**config.mk**
```make
export PLATFORM = sky130hd
export DESIGN_NAME = nn_rnn_state_buffer
export DESIGN_NICKNAME = d
export VERILOG_FILES = /design/src/rtl/nn_rnn_state_buffer.sv
export SDC_FILE = /design/constraint.sdc
export NUM_CORES = 1
export LEC_CHECK = 0
export CAP_MARGIN = 20
export CELL_PAD_IN_SITES_DETAIL_PLACEMENT = 1
export CELL_PAD_IN_SITES_GLOBAL_PLACEMENT = 2
export CORE_MARGIN = 2
export CORE_UTILIZATION = 43
export CTS_BUF_LIST = sky130_fd_sc_hd__clkbuf_4 sky130_fd_sc_hd__clkbuf_8 sky130_fd_sc_hd__clkbuf_16
export DETAILED_ROUTE_END_ITERATION = 12
export GPL_TIMING_DRIVEN = 0
export HOLD_SLACK_MARGIN = 0.12
export PLACE_DENSITY_LB_ADDON = 0.05
export SKIP_CTS_REPAIR_TIMING = 1
export SYNTH_ARGS = -nofsm -noshare
export SYNTH_HDL_FRONTEND = slang
export SYNTH_SLANG_ARGS = --single-unit
```
**constraint.sdc**
```tcl
create_clock -name CLK -period 5.13 [get_ports CLK]
set_input_delay 0.7695 -clock CLK [delete_from_list [all_inputs] [get_ports CLK]]
set_output_delay 0.7695 -clock CLK [all_outputs]
set_load 0.1 [all_outputs]
```
**src/rtl/nn_rnn_state_buffer.sv**
```systemverilog
// Recurrent state buffer: counts ones per lane over a 2^CNTW-cycle epoch, latches the
// counts, and regenerates decorrelated unipolar streams from them for the next epoch.
//
// state   | meaning
// --------+--------------------------------------------------------------
// ST_IDLE | paused or just reset; a_last forced low
// ST_RUN  | enabled; sampling a_out and regenerating a_last from held
module nn_rnn_state_buffer #(
    parameter int NR   = 4,
    parameter int CNTW = 8
) (
    input  logic            CLK,
    input  logic            INIT,
    input  logic            EN,
    input  logic            SEQ_CLEAR,
    input  logic [NR-1:0]   a_out,
    input  logic [CNTW-1:0] rand_in,
    output logic [NR-1:0]   a_last,
    output logic            epoch_done,
    output logic            state_valid
);

    typedef enum logic {
        ST_IDLE = 1'b0,
        ST_RUN  = 1'b1
    } state_t;

    state_t          r_state;
    logic [CNTW-1:0] r_epoch_cnt;
    logic [CNTW:0]   r_acc  [NR];
    logic [CNTW-1:0] r_held [NR];

    logic [CNTW-1:0] w_rot [NR];
    logic [CNTW:0]   w_sum [NR];
    logic [CNTW-1:0] w_sat [NR];
    logic [NR-1:0]   w_regen;
    logic            w_wrap;

    assign w_wrap = &r_epoch_cnt;

    genvar g;
    generate
        for (g = 0; g < NR; g++) begin : g_lane
            localparam int SH = g % CNTW;
            // Per-lane rotation decorrelates lanes sharing one random word.
            if (SH == 0) begin : g_norot
                assign w_rot[g] = rand_in;
            end else begin : g_rot
                assign w_rot[g] = {rand_in[CNTW-1-SH:0], rand_in[CNTW-1:CNTW-SH]};
            end
            assign w_sum[g]   = r_acc[g] + {{CNTW{1'b0}}, a_out[g]};
            assign w_sat[g]   = w_sum[g][CNTW] ? {CNTW{1'b1}} : w_sum[g][CNTW-1:0];
            assign w_regen[g] = r_held[g] > w_rot[g];
        end
    endgenerate

    // Sampling follows EN directly, so the IDLE->RUN cycle is itself a sample and
    // a pause lengthens the epoch by exactly the number of disabled cycles.
    always_ff @(posedge CLK) begin
        if (INIT) begin
            r_state     <= ST_IDLE;
            r_epoch_cnt <= '0;
            a_last      <= '0;
            epoch_done  <= 1'b0;
            state_valid <= 1'b0;
            for (int i = 0; i < NR; i++) begin
                r_acc[i]  <= '0;
                r_held[i] <= '0;
            end
        end else begin
            case (r_state)
                ST_IDLE: if (EN)  r_state <= ST_RUN;
                ST_RUN:  if (!EN) r_state <= ST_IDLE;
                default: r_state <= ST_IDLE;
            endcase

            a_last     <= {NR{EN}} & w_regen;
            epoch_done <= 1'b0;

            if (SEQ_CLEAR) begin
                r_epoch_cnt <= '0;
                state_valid <= 1'b0;
                for (int i = 0; i < NR; i++) begin
                    r_acc[i]  <= '0;
                    r_held[i] <= '0;
                end
            end else if (EN) begin
                if (w_wrap) begin
                    r_epoch_cnt <= '0;
                    epoch_done  <= 1'b1;
                    state_valid <= 1'b1;
                    for (int i = 0; i < NR; i++) begin
                        r_acc[i]  <= '0;
                        r_held[i] <= w_sat[i];
                    end
                end else begin
                    r_epoch_cnt <= r_epoch_cnt + {{(CNTW-1){1'b0}}, 1'b1};
                    for (int i = 0; i < NR; i++) begin
                        r_acc[i] <= w_sum[i];
                    end
                end
            end
        end
    end

endmodule
```
# ---- Word level (Yosys, flattened, before mapping)
# Memories as Yosys holds them, arrays and structs flattened.
# Index checks and enable logic that the tools add are counted.
# Widths: inputs -> output; s select.
dict set report classes {
  add_sub_neg 5
  order_cmp 4
  n_mux 40
  bitwise_logic 21
  n_reduce_logical 3
}
# op n
set ops {}
lappend ops {{$mux 9} 12}
lappend ops {{$mux 8} 13}
lappend ops {{$add 9x1->9} 4}
lappend ops {{$gt 8x8->1} 4}
lappend ops {{$or 1x1->1} 20}
lappend ops {{$mux 1} 15}
lappend ops {{$reduce_and 9->1} 1}
lappend ops {{$add 8x1->8 const B} 1}
lappend ops {{$reduce_and 8->1} 1}
lappend ops {{$and 4x4->4} 1}
lappend ops {{$reduce_or 2->1} 1}
dict set report word_totals {
  regBits 14
  ram_bits 68
  inputBits 16
  memories 2
}
# name depth width read_ports rd_ports_with_merged_regs wr line
set memory_table {}
lappend memory_table {r_acc 4 9 4 0 4 30} ;# logic [CNTW:0] r_acc [NR];
lappend memory_table {r_held 4 8 4 0 4 31} ;# logic [CNTW-1:0] r_held [NR];

# ---- Logic depth before layout (Yosys ltp)
# Gate-level depths: netlist of run 1.
dict set report depth {
  depth_word 8
  mapped_depth 7
  mapped_depth_nobuf 7
}

# ---- Worst setup path before layout of run 1
# Ideal clock, no wire load.
dict set report synth_path {
  kind {input to register}
  startpoint {input a_out[0]}
  endpoint {memory r_held[0][0] (data pin)}
  setup_time_ns 0.274
  arrival_ns 1.979
  required_time_ns 4.856
  slack_ns 2.877
  path_stages 7
  path_cell_list {ha_1 -> ha_1 -> nand3_1 -> nor2_1 -> nand3_1 -> xor2_1 -> a21oi_1}
}
# element line
set synth_lines {}
lappend synth_lines {{from (decl)} 16} ;# input logic [NR-1:0] a_out,
lappend synth_lines {{to (decl)} 31}

==> impl_metrics.xml, run 1 <==
<?xml version="1.0" encoding="UTF-8"?>
<metrics>
  <group name="status">
    <metric name="status" unit="">finished clean</metric>
  </group>
  <group name="timing">
    <metric name="final-max-slew-violation-count" unit="">0</metric>
    <metric name="tightestPinTransition" unit="ns">0.9683</metric>
    <metric name="period_needed" unit="ns">2.649</metric>
    <metric name="fin_ws" unit="ns">2.481</metric>
    <metric name="finalCritPeriodShare" unit="">0.5164</metric>
    <metric name="tns" unit="ns">0</metric>
    <metric name="setup_viol" unit="">0</metric>
    <metric name="fin_skew" unit="ns">0.01338</metric>
    <metric name="fin_hold_ws" unit="ns">0.4603</metric>
    <metric name="max_clock_freq" unit="GHz">0.3775</metric>
    <metric name="grt_setup_unrepaired" unit="">false</metric>
    <metric name="report.final.hold_viol_count" unit="">0</metric>
    <metric name="relSlewSlack" unit="">0.3524</metric>
  </group>
  <group name="detailed_routing">
    <metric name="avgViaCountPerCell" unit="">5.210</metric>
    <metric name="detailedRoute.firstPassIterationCount" unit="">4</metric>
    <metric name="vias" unit="">2902</metric>
    <metric name="drt.antenna.violating_nets" unit="">0</metric>
    <metric name="detailedRoute.firstIterationViolations" unit="">59</metric>
    <metric name="detail_route.wl_per_cell" unit="um">16.81</metric>
    <metric name="wirelength" unit="um">9362</metric>
    <metric name="number_of_remaining_drc_errors" unit="">0</metric>
  </group>
  <group name="clock_tree">
    <metric name="clockRootBuffer" unit="">sky130_fd_sc_hd__clkbuf_8</metric>
    <metric name="clock_tree.buffer_depth" unit="">2</metric>
    <metric name="cts-htree-levels" unit="">3</metric>
    <metric name="clock_insertion_delay_worst_skew" unit="ns">0.36</metric>
    <metric name="tritoncts" unit="">done</metric>
    <metric name="clock-sinks" unit="">82</metric>
    <metric name="cts_made_buffers" unit="">9</metric>
    <metric name="path_clk_slew" unit="ns">0.08</metric>
  </group>
  <group name="synth">
    <metric name="synth_largest_type_area_fraction" unit="">0.4250</metric>
    <metric name="synthesis.area" unit="mm2">0.004239</metric>
    <metric name="syn-instance-count" unit="">387</metric>
    <metric name="synthesis.nets" unit="">444</metric>
    <metric name="yosys.cell_types.count" unit="">34</metric>
    <metric name="proportion_of_synthesized_chip_area_in_sequential_cells" unit="">0.5289</metric>
    <metric name="synth_ff_type" unit="">sky130_fd_sc_hd__edfxtp_1</metric>
    <metric name="syn-mean-instance-area" unit="um2">10.95</metric>
    <metric name="netlist.top_cell.by_area" unit="">sky130_fd_sc_hd__edfxtp_1</metric>
    <metric name="yosysWarnings" unit="">0</metric>
    <metric name="yosys_register_bits" unit="">82</metric>
    <metric name="synth_enable_flop_cells" unit="">60</metric>
    <metric name="ys_async_sr_fraction" unit="">0</metric>
    <metric name="netlist_top_cells_area" unit="">sky130_fd_sc_hd__edfxtp_1 (43%), sky130_fd_sc_hd__ha_1 (12%), sky130_fd_sc_hd__dfxtp_1 (10%), sky130_fd_sc_hd__nor2_1 (4.8%), sky130_fd_sc_hd__a21oi_1 (4.6%)</metric>
  </group>
  <group name="worst_setup_path">
    <metric name="timing.critical_path.required" unit="ns">5.20</metric>
    <metric name="crit_path_frequent_cell" unit="">sky130_fd_sc_hd__ha_1</metric>
    <metric name="critical_path_class" unit="">in2reg</metric>
    <metric name="worstPathCellList" unit="">clkdlybuf4s50_1 -&gt; ha_1 -&gt; ha_1 -&gt; nand2_1 -&gt; nor2_1 -&gt; nand3_1 -&gt; xor2_1 -&gt; a21oi_1</metric>
    <metric name="worstSetupEndpointType" unit="">register</metric>
    <metric name="worstPathArrival" unit="ns">2.72</metric>
    <metric name="rrSetupSlack" unit="ns">2.66</metric>
    <metric name="worst_path_max_delay_cell" unit="">sky130_fd_sc_hd__xor2_1</metric>
    <metric name="critPathLaunchType" unit="">input port</metric>
    <metric name="critPathMaxStageDelay" unit="ns">0.54</metric>
    <metric name="path_max_fanout" unit="">9</metric>
  </group>
  <group name="layout">
    <metric name="nFillCells" unit="">1072</metric>
    <metric name="finish.net_count" unit="">476</metric>
    <metric name="diodes_inserted" unit="">0</metric>
    <metric name="area.sequential" unit="mm2">0.002242</metric>
    <metric name="multiInputGateArea" unit="mm2">0.001856</metric>
    <metric name="layout-drive-gt1-share" unit="">0.05425</metric>
    <metric name="area_delta_synth_final" unit="%">14.02</metric>
  </group>
  <group name="power">
    <metric name="power.share.clock" unit="">0.376</metric>
    <metric name="p_comb_frac" unit="">0.086</metric>
    <metric name="p_sw" unit="mW">0.3268</metric>
    <metric name="netSwitchingFraction" unit="">0.2350</metric>
    <metric name="max_vdd_drop" unit="uV">154.1</metric>
    <metric name="internal_power" unit="mW">1.064</metric>
    <metric name="power.density_cell_area" unit="mW/mm2">287.7</metric>
    <metric name="cellLeakagePower" unit="nW">1.974</metric>
    <metric name="sequentialPowerShare" unit="">0.538</metric>
    <metric name="finalPower" unit="mW">1.391</metric>
  </group>
  <group name="die">
    <metric name="die_h" unit="um">103.3</metric>
    <metric name="boundaryPins" unit="">22</metric>
    <metric name="start_util" unit="">0.4377</metric>
    <metric name="die_width" unit="um">103.3</metric>
    <metric name="rows" unit="">36</metric>
    <metric name="die_area" unit="mm2">0.01067</metric>
    <metric name="coreArea" unit="mm2">0.009684</metric>
  </group>
  <group name="global_routing">
    <metric name="grt_pass1_wl" unit="um">14790</metric>
    <metric name="global_route.overflow_total" unit="">0</metric>
    <metric name="first_global_vias" unit="">2978</metric>
    <metric name="pin_count_of_the_biggest_net_entering_global_routing" unit="">17</metric>
    <metric name="initial_antenna_violation_count" unit="">0</metric>
    <metric name="globalRouteTotalUtil" unit="">0.1866</metric>
  </group>
  <group name="place">
    <metric name="hpwlAfterDp" unit="um">7048</metric>
    <metric name="place.gp.congestion" unit="">0.7890</metric>
    <metric name="portBuffers" unit="">21</metric>
    <metric name="post_placement_setup_slack" unit="ns">2.076</metric>
  </group>
  <group name="flow_run">
    <metric name="maximum_capacitance_violations" unit="">0</metric>
  </group>
  <group name="hold_path">
    <metric name="hold_class" unit="">reg2reg</metric>
  </group>
</metrics>
[placed cells by master, fill, tap and decap left out, drive strengths merged]
cell,netlist,layout
nand3,20,20
or2,3,3
inv,20,20
and4,1,1
clkinvlp,0,2
or3,6,6
dfxtp,22,22
a22o,1,1
o21ai,8,8
nor2,54,54
clkbuf,5,16
a21oi,39,39
mux2i,2,2
clkinv,1,2
clkdlybuf4s50,0,21
and3,4,4
nand4,13,13
buf,5,5
edfxtp,60,60
o22ai,1,1
a21o,14,14
bufinv,0,2
nor3b,1,1
o21a,8,8
xor2,21,21
nor2b,7,7
nand2,11,11
o21bai,4,4
nand2b,1,1
xnor2,11,11
and2,3,3
ha,41,41
[state kept, by name, summed over array words and instances, names as in the netlist]
| register | flops |
|---|---|
| state_valid | 1 |
| a_last | 4 |
| r_acc | 36 |
| r_epoch_cnt | 8 |
| r_held | 32 |
| epoch_done | 1 |
[final timing paths]
check,startpoint,endpoint,cells past startpoint
worst max-delay path,a_out[1],r_held[1][5],8
worst min register to register,r_held[2][7],r_held[2][7],1
worst max register to register,r_epoch_cnt[0],r_acc[1][5],5
worst min-delay path,r_held[2][7],r_held[2][7],1
[critical path, delay by kind of cell]
family,cells,cell delay (ns)
fa+ha+maj,2,0.41
compound gates,1,0.18
xor+xnor,1,0.54
simple gates,3,0.36
buf+inv,1,0.46
[cells by family (layout without fill, tap and decap cells)]
| kind of cell | after synthesis | after routing | share of synthesized area |
|---|---|---|---|
| and+or+nand+nor | 124 | 124 | 0.1408 |
| DFF | 82 | 82 | 0.5289 |
| AOI/OAI and AO/OA | 75 | 75 | 0.1051 |
| adders and majority gates | 41 | 41 | 0.1210 |
| xor gates and xnor gates | 32 | 32 | 0.06612 |
| buffers and inverters | 31 | 68 | 0.03335 |
| muxes | 2 | 2 | 0.004723 |
[synth_stat cells, types with 3 or more instances]
cell type,count
sky130_fd_sc_hd__o21ai_0,7
sky130_fd_sc_hd__a21o_1,14
sky130_fd_sc_hd__xnor2_1,11
sky130_fd_sc_hd__xor2_1,21
sky130_fd_sc_hd__clkbuf_1,5
sky130_fd_sc_hd__or3_1,5
sky130_fd_sc_hd__nand4_1,13
sky130_fd_sc_hd__o21a_1,8
sky130_fd_sc_hd__a21oi_1,39
sky130_fd_sc_hd__and2_1,3
sky130_fd_sc_hd__nor2b_1,7
sky130_fd_sc_hd__inv_1,19
sky130_fd_sc_hd__edfxtp_1,60
sky130_fd_sc_hd__nor2_1,54
sky130_fd_sc_hd__nand3_1,20
sky130_fd_sc_hd__dfxtp_1,22
sky130_fd_sc_hd__o21bai_1,4
sky130_fd_sc_hd__and3_1,4
sky130_fd_sc_hd__buf_6,3
sky130_fd_sc_hd__nand2_1,11
sky130_fd_sc_hd__ha_1,41
[through the flow]
stage,instance area (um2),cells,utilization
after global routing,4833,557,0.4991
final,4833,557,0.4991
after detailed placement,4616,541,0.4766
after floorplan,4239,387,-
after CTS,4833,557,0.4991
after global placement,4616,541,0.4766
[power by group through the flow]
stage	sequential, mW	combinational [mW]	clock, mW
after global routing	0.751	0.135	0.558
final	0.748	0.120	0.523
after detailed placement	0.763	0.121	0
after global placement	0.762	0.116	0
after floorplan	0.765	0.0704	0
after CTS	0.748	0.121	0.536
[metal layers]
metal,vias up,share of wire,GRT usage
met3,11,0.030,0.03831
met2,34,0.47,0.3107
met4,0,0.015,0.05769
met5,-,0,0
met1,1408,0.48,0.2459
li1,1449,-,-
[area by class of cell]
cell class	count	area share
Timing Repair Buffer	21	0.04349
Multi-Input combinational cell	274	0.3839
Tap cell	133	0.03443
Clock inverter	5	0.01631
Buffer	10	0.01294
Inverter	21	0.01631
Sequential cell	82	0.4639
Clock buffer	11	0.02873
No activity file was read; power rests on OpenSTA's default activity.
==> run 2: changes to the inputs <==
- CORE_UTILIZATION: 43 -> 40
- clock period: 5.13 -> 2.6 ns (I/O delays scaled with it)
==> run 2 against run 1 <==
Clock-buffer cell count is the same. First-iteration DRC count up 59%. Via count shrank 1.0%. Critical endpoint is now r_acc[1][5]. Clock skew shrank 0.0025 ns. Power is 88% higher. Utilization shrank 3.4 points. Die area rose by 7.2%. Register-to-register slack got worse by 2.5 ns. Combinational power increased by 97%. Non-clock buffer count did not move.
==> impl_metrics.xml, run 2 (same netlist as run 1, synthesis figures left out) <==
<?xml version="1.0" encoding="UTF-8"?>
<metrics>
  <group name="status">
    <metric name="status" unit="">finished clean</metric>
  </group>
  <group name="global_routing">
    <metric name="globalRouteTotalUtil" unit="">0.1724</metric>
    <metric name="first_global_vias" unit="">3009</metric>
    <metric name="grt_pass1_wl" unit="um">14930</metric>
    <metric name="global_route.overflow_total" unit="">0</metric>
    <metric name="pin_count_of_the_biggest_net_entering_global_routing" unit="">17</metric>
    <metric name="initial_antenna_violation_count" unit="">0</metric>
  </group>
  <group name="layout">
    <metric name="top_regs" unit="">r_acc: 36 flops, r_held: 32 flops, r_epoch_cnt: 8 flops</metric>
    <metric name="finish.net_count" unit="">476</metric>
    <metric name="area.sequential" unit="mm2">0.002242</metric>
    <metric name="fin_cells" unit="">559</metric>
    <metric name="nFillCells" unit="">1135</metric>
    <metric name="area_delta_synth_final" unit="%">13.28</metric>
    <metric name="mostFrequentLayoutCell" unit="">sky130_fd_sc_hd__edfxtp_1</metric>
    <metric name="diodes_inserted" unit="">0</metric>
    <metric name="final_cell_mix" unit="">sky130_fd_sc_hd__edfxtp_1 (60), sky130_fd_sc_hd__nor2_1 (54), sky130_fd_sc_hd__ha_1 (41)</metric>
    <metric name="max_flop_register" unit="">r_acc</metric>
    <metric name="layout-drive-gt1-share" unit="">0.05201</metric>
    <metric name="multiInputGateArea" unit="mm2">0.001856</metric>
    <metric name="largest_register_ff_count" unit="">36</metric>
  </group>
  <group name="place">
    <metric name="dp.cells" unit="">544</metric>
    <metric name="portBuffers" unit="">21</metric>
    <metric name="place.gp.congestion" unit="">0.7667</metric>
    <metric name="hpwlAfterDp" unit="um">6980</metric>
  </group>
  <group name="detailed_routing">
    <metric name="wirelength" unit="um">9196</metric>
    <metric name="drt.antenna.violating_nets" unit="">0</metric>
    <metric name="detail_route.wl_per_cell" unit="um">16.45</metric>
    <metric name="vias" unit="">2872</metric>
    <metric name="number_of_remaining_drc_errors" unit="">0</metric>
    <metric name="avgViaCountPerCell" unit="">5.138</metric>
    <metric name="detailedRoute.firstIterationViolations" unit="">94</metric>
    <metric name="detailedRoute.firstPassIterationCount" unit="">4</metric>
  </group>
  <group name="power">
    <metric name="power.density_cell_area" unit="mW/mm2">544.1</metric>
    <metric name="max_vdd_drop" unit="uV">232.2</metric>
    <metric name="cellLeakagePower" unit="nW">1.967</metric>
  </group>
  <group name="timing">
    <metric name="setup_viol" unit="">0</metric>
    <metric name="final-max-slew-violation-count" unit="">0</metric>
    <metric name="fin_hold_ws" unit="ns">0.4688</metric>
    <metric name="relSlewSlack" unit="">0.3530</metric>
    <metric name="max_clock_freq" unit="GHz">0.4123</metric>
    <metric name="grt_setup_unrepaired" unit="">false</metric>
    <metric name="finalCritPeriodShare" unit="">0.9328</metric>
    <metric name="fin_skew" unit="ns">0.01090</metric>
    <metric name="report.final.hold_viol_count" unit="">0</metric>
    <metric name="tightestPinTransition" unit="ns">0.9674</metric>
    <metric name="period_needed" unit="ns">2.425</metric>
  </group>
  <group name="hold_path">
    <metric name="hold-path-cell-count" unit="">1</metric>
    <metric name="hold_class" unit="">reg2reg</metric>
  </group>
  <group name="clock_tree">
    <metric name="clock_insertion_delay_worst_skew" unit="ns">0.36</metric>
    <metric name="clockRootBuffer" unit="">sky130_fd_sc_hd__clkbuf_8</metric>
    <metric name="clock-sinks" unit="">82</metric>
    <metric name="tritoncts" unit="">done</metric>
    <metric name="path_clk_slew" unit="ns">0.08</metric>
    <metric name="cts-htree-levels" unit="">3</metric>
    <metric name="cts_made_buffers" unit="">9</metric>
    <metric name="clock_tree.buffer_depth" unit="">2</metric>
  </group>
  <group name="worst_setup_path">
    <metric name="timing.critical_path.required" unit="ns">2.68</metric>
    <metric name="critical_path_class" unit="">reg2reg</metric>
    <metric name="worstPathArrival" unit="ns">2.50</metric>
    <metric name="path_max_fanout" unit="">10</metric>
    <metric name="worstSetupEndpointType" unit="">register</metric>
    <metric name="worstPathCellList" unit="">ha_1 -&gt; nand3_1 -&gt; o21ai_1 -&gt; clkbuf_1 -&gt; nor2_1</metric>
    <metric name="r2r_cells" unit="">5</metric>
    <metric name="critPathLaunchType" unit="">register</metric>
    <metric name="critPathMaxStageDelay" unit="ns">0.64</metric>
    <metric name="worst_path_max_delay_cell" unit="">sky130_fd_sc_hd__o21ai_1</metric>
  </group>
  <group name="die">
    <metric name="boundaryPins" unit="">22</metric>
    <metric name="coreArea" unit="mm2">0.01032</metric>
    <metric name="die_width" unit="um">106.9</metric>
    <metric name="rows" unit="">37</metric>
    <metric name="start_util" unit="">0.4106</metric>
    <metric name="die_h" unit="um">106.9</metric>
    <metric name="die_area" unit="mm2">0.01144</metric>
  </group>
  <group name="flow_run">
    <metric name="maximum_capacitance_violations" unit="">0</metric>
  </group>
</metrics>
## run 2: layer usage
metal  track usage  vias to the layer above  share of wire
li1              -                     1450              -
met1        0.2298                     1390           0.51
met2        0.2839                       21           0.46
met3       0.02492                       11          0.016
met4       0.06679                        0          0.015
met5             0                        -              0
## run 2: power by group
part | leakage (nW) | internal [mW] | total (mW) | switching [mW]
logic | 1.01 | 0.0941 | 0.236 | 0.142
registers | 0.858 | 1.45 | 1.47 | 0.0278
clock network | 0.0974 | 0.454 | 0.904 | 0.449
total | 1.97 | 1.99 | 2.61 | 0.619
## run 2: worst paths after layout
path	from	endpoint	slack, ns
worst max-delay path	r_epoch_cnt[0]	r_acc[1][5]	0.17
worst min-delay path	r_held[2][7]	r_held[2][7]	0.47
worst max register to register	r_epoch_cnt[0]	r_acc[1][5]	0.17
worst min register to register	r_held[2][7]	r_held[2][7]	0.47
## run 2: critical path: cells and delay by family, from the launching register on
| kind | cells | cell delay (ns) |
|---|---|---|
| AOI/OAI and AO/OA | 1 | 0.64 |
| buffers and inverters | 1 | 0.62 |
| and+or+nand+nor | 2 | 0.23 |
| DFF | 1 | 0.40 |
| adders and majority gates | 1 | 0.25 |
## run 2: area by class of cell
cell class | count | share of cell area
inverter | 21 | 0.01641
buffer | 10 | 0.01303
sequential | 82 | 0.4669
timing repair buffer | 21 | 0.04377
clock buffer | 11 | 0.02892
tap | 136 | 0.03544
clock inverter | 4 | 0.009119
multi-input combinational | 274 | 0.3864
## run 2: metrics by stage
stage | setup WS (ns) | utilization | area, um2 | setup TNS, ns | total power [mW]
floorplan | 0.6990 | - | 4239 | 0 | 1.648
global placement | -0.04093 | 0.4475 | 4619 | -0.09675 | 1.731
detailed placement | -0.09060 | 0.4475 | 4619 | -0.5174 | 1.742
CTS | 0.1609 | 0.4652 | 4802 | 0 | 2.651
global route | 0.004395 | 0.4652 | 4802 | 0 | 2.722
finish | 0.1748 | 0.4652 | 4802 | 0 | 2.613
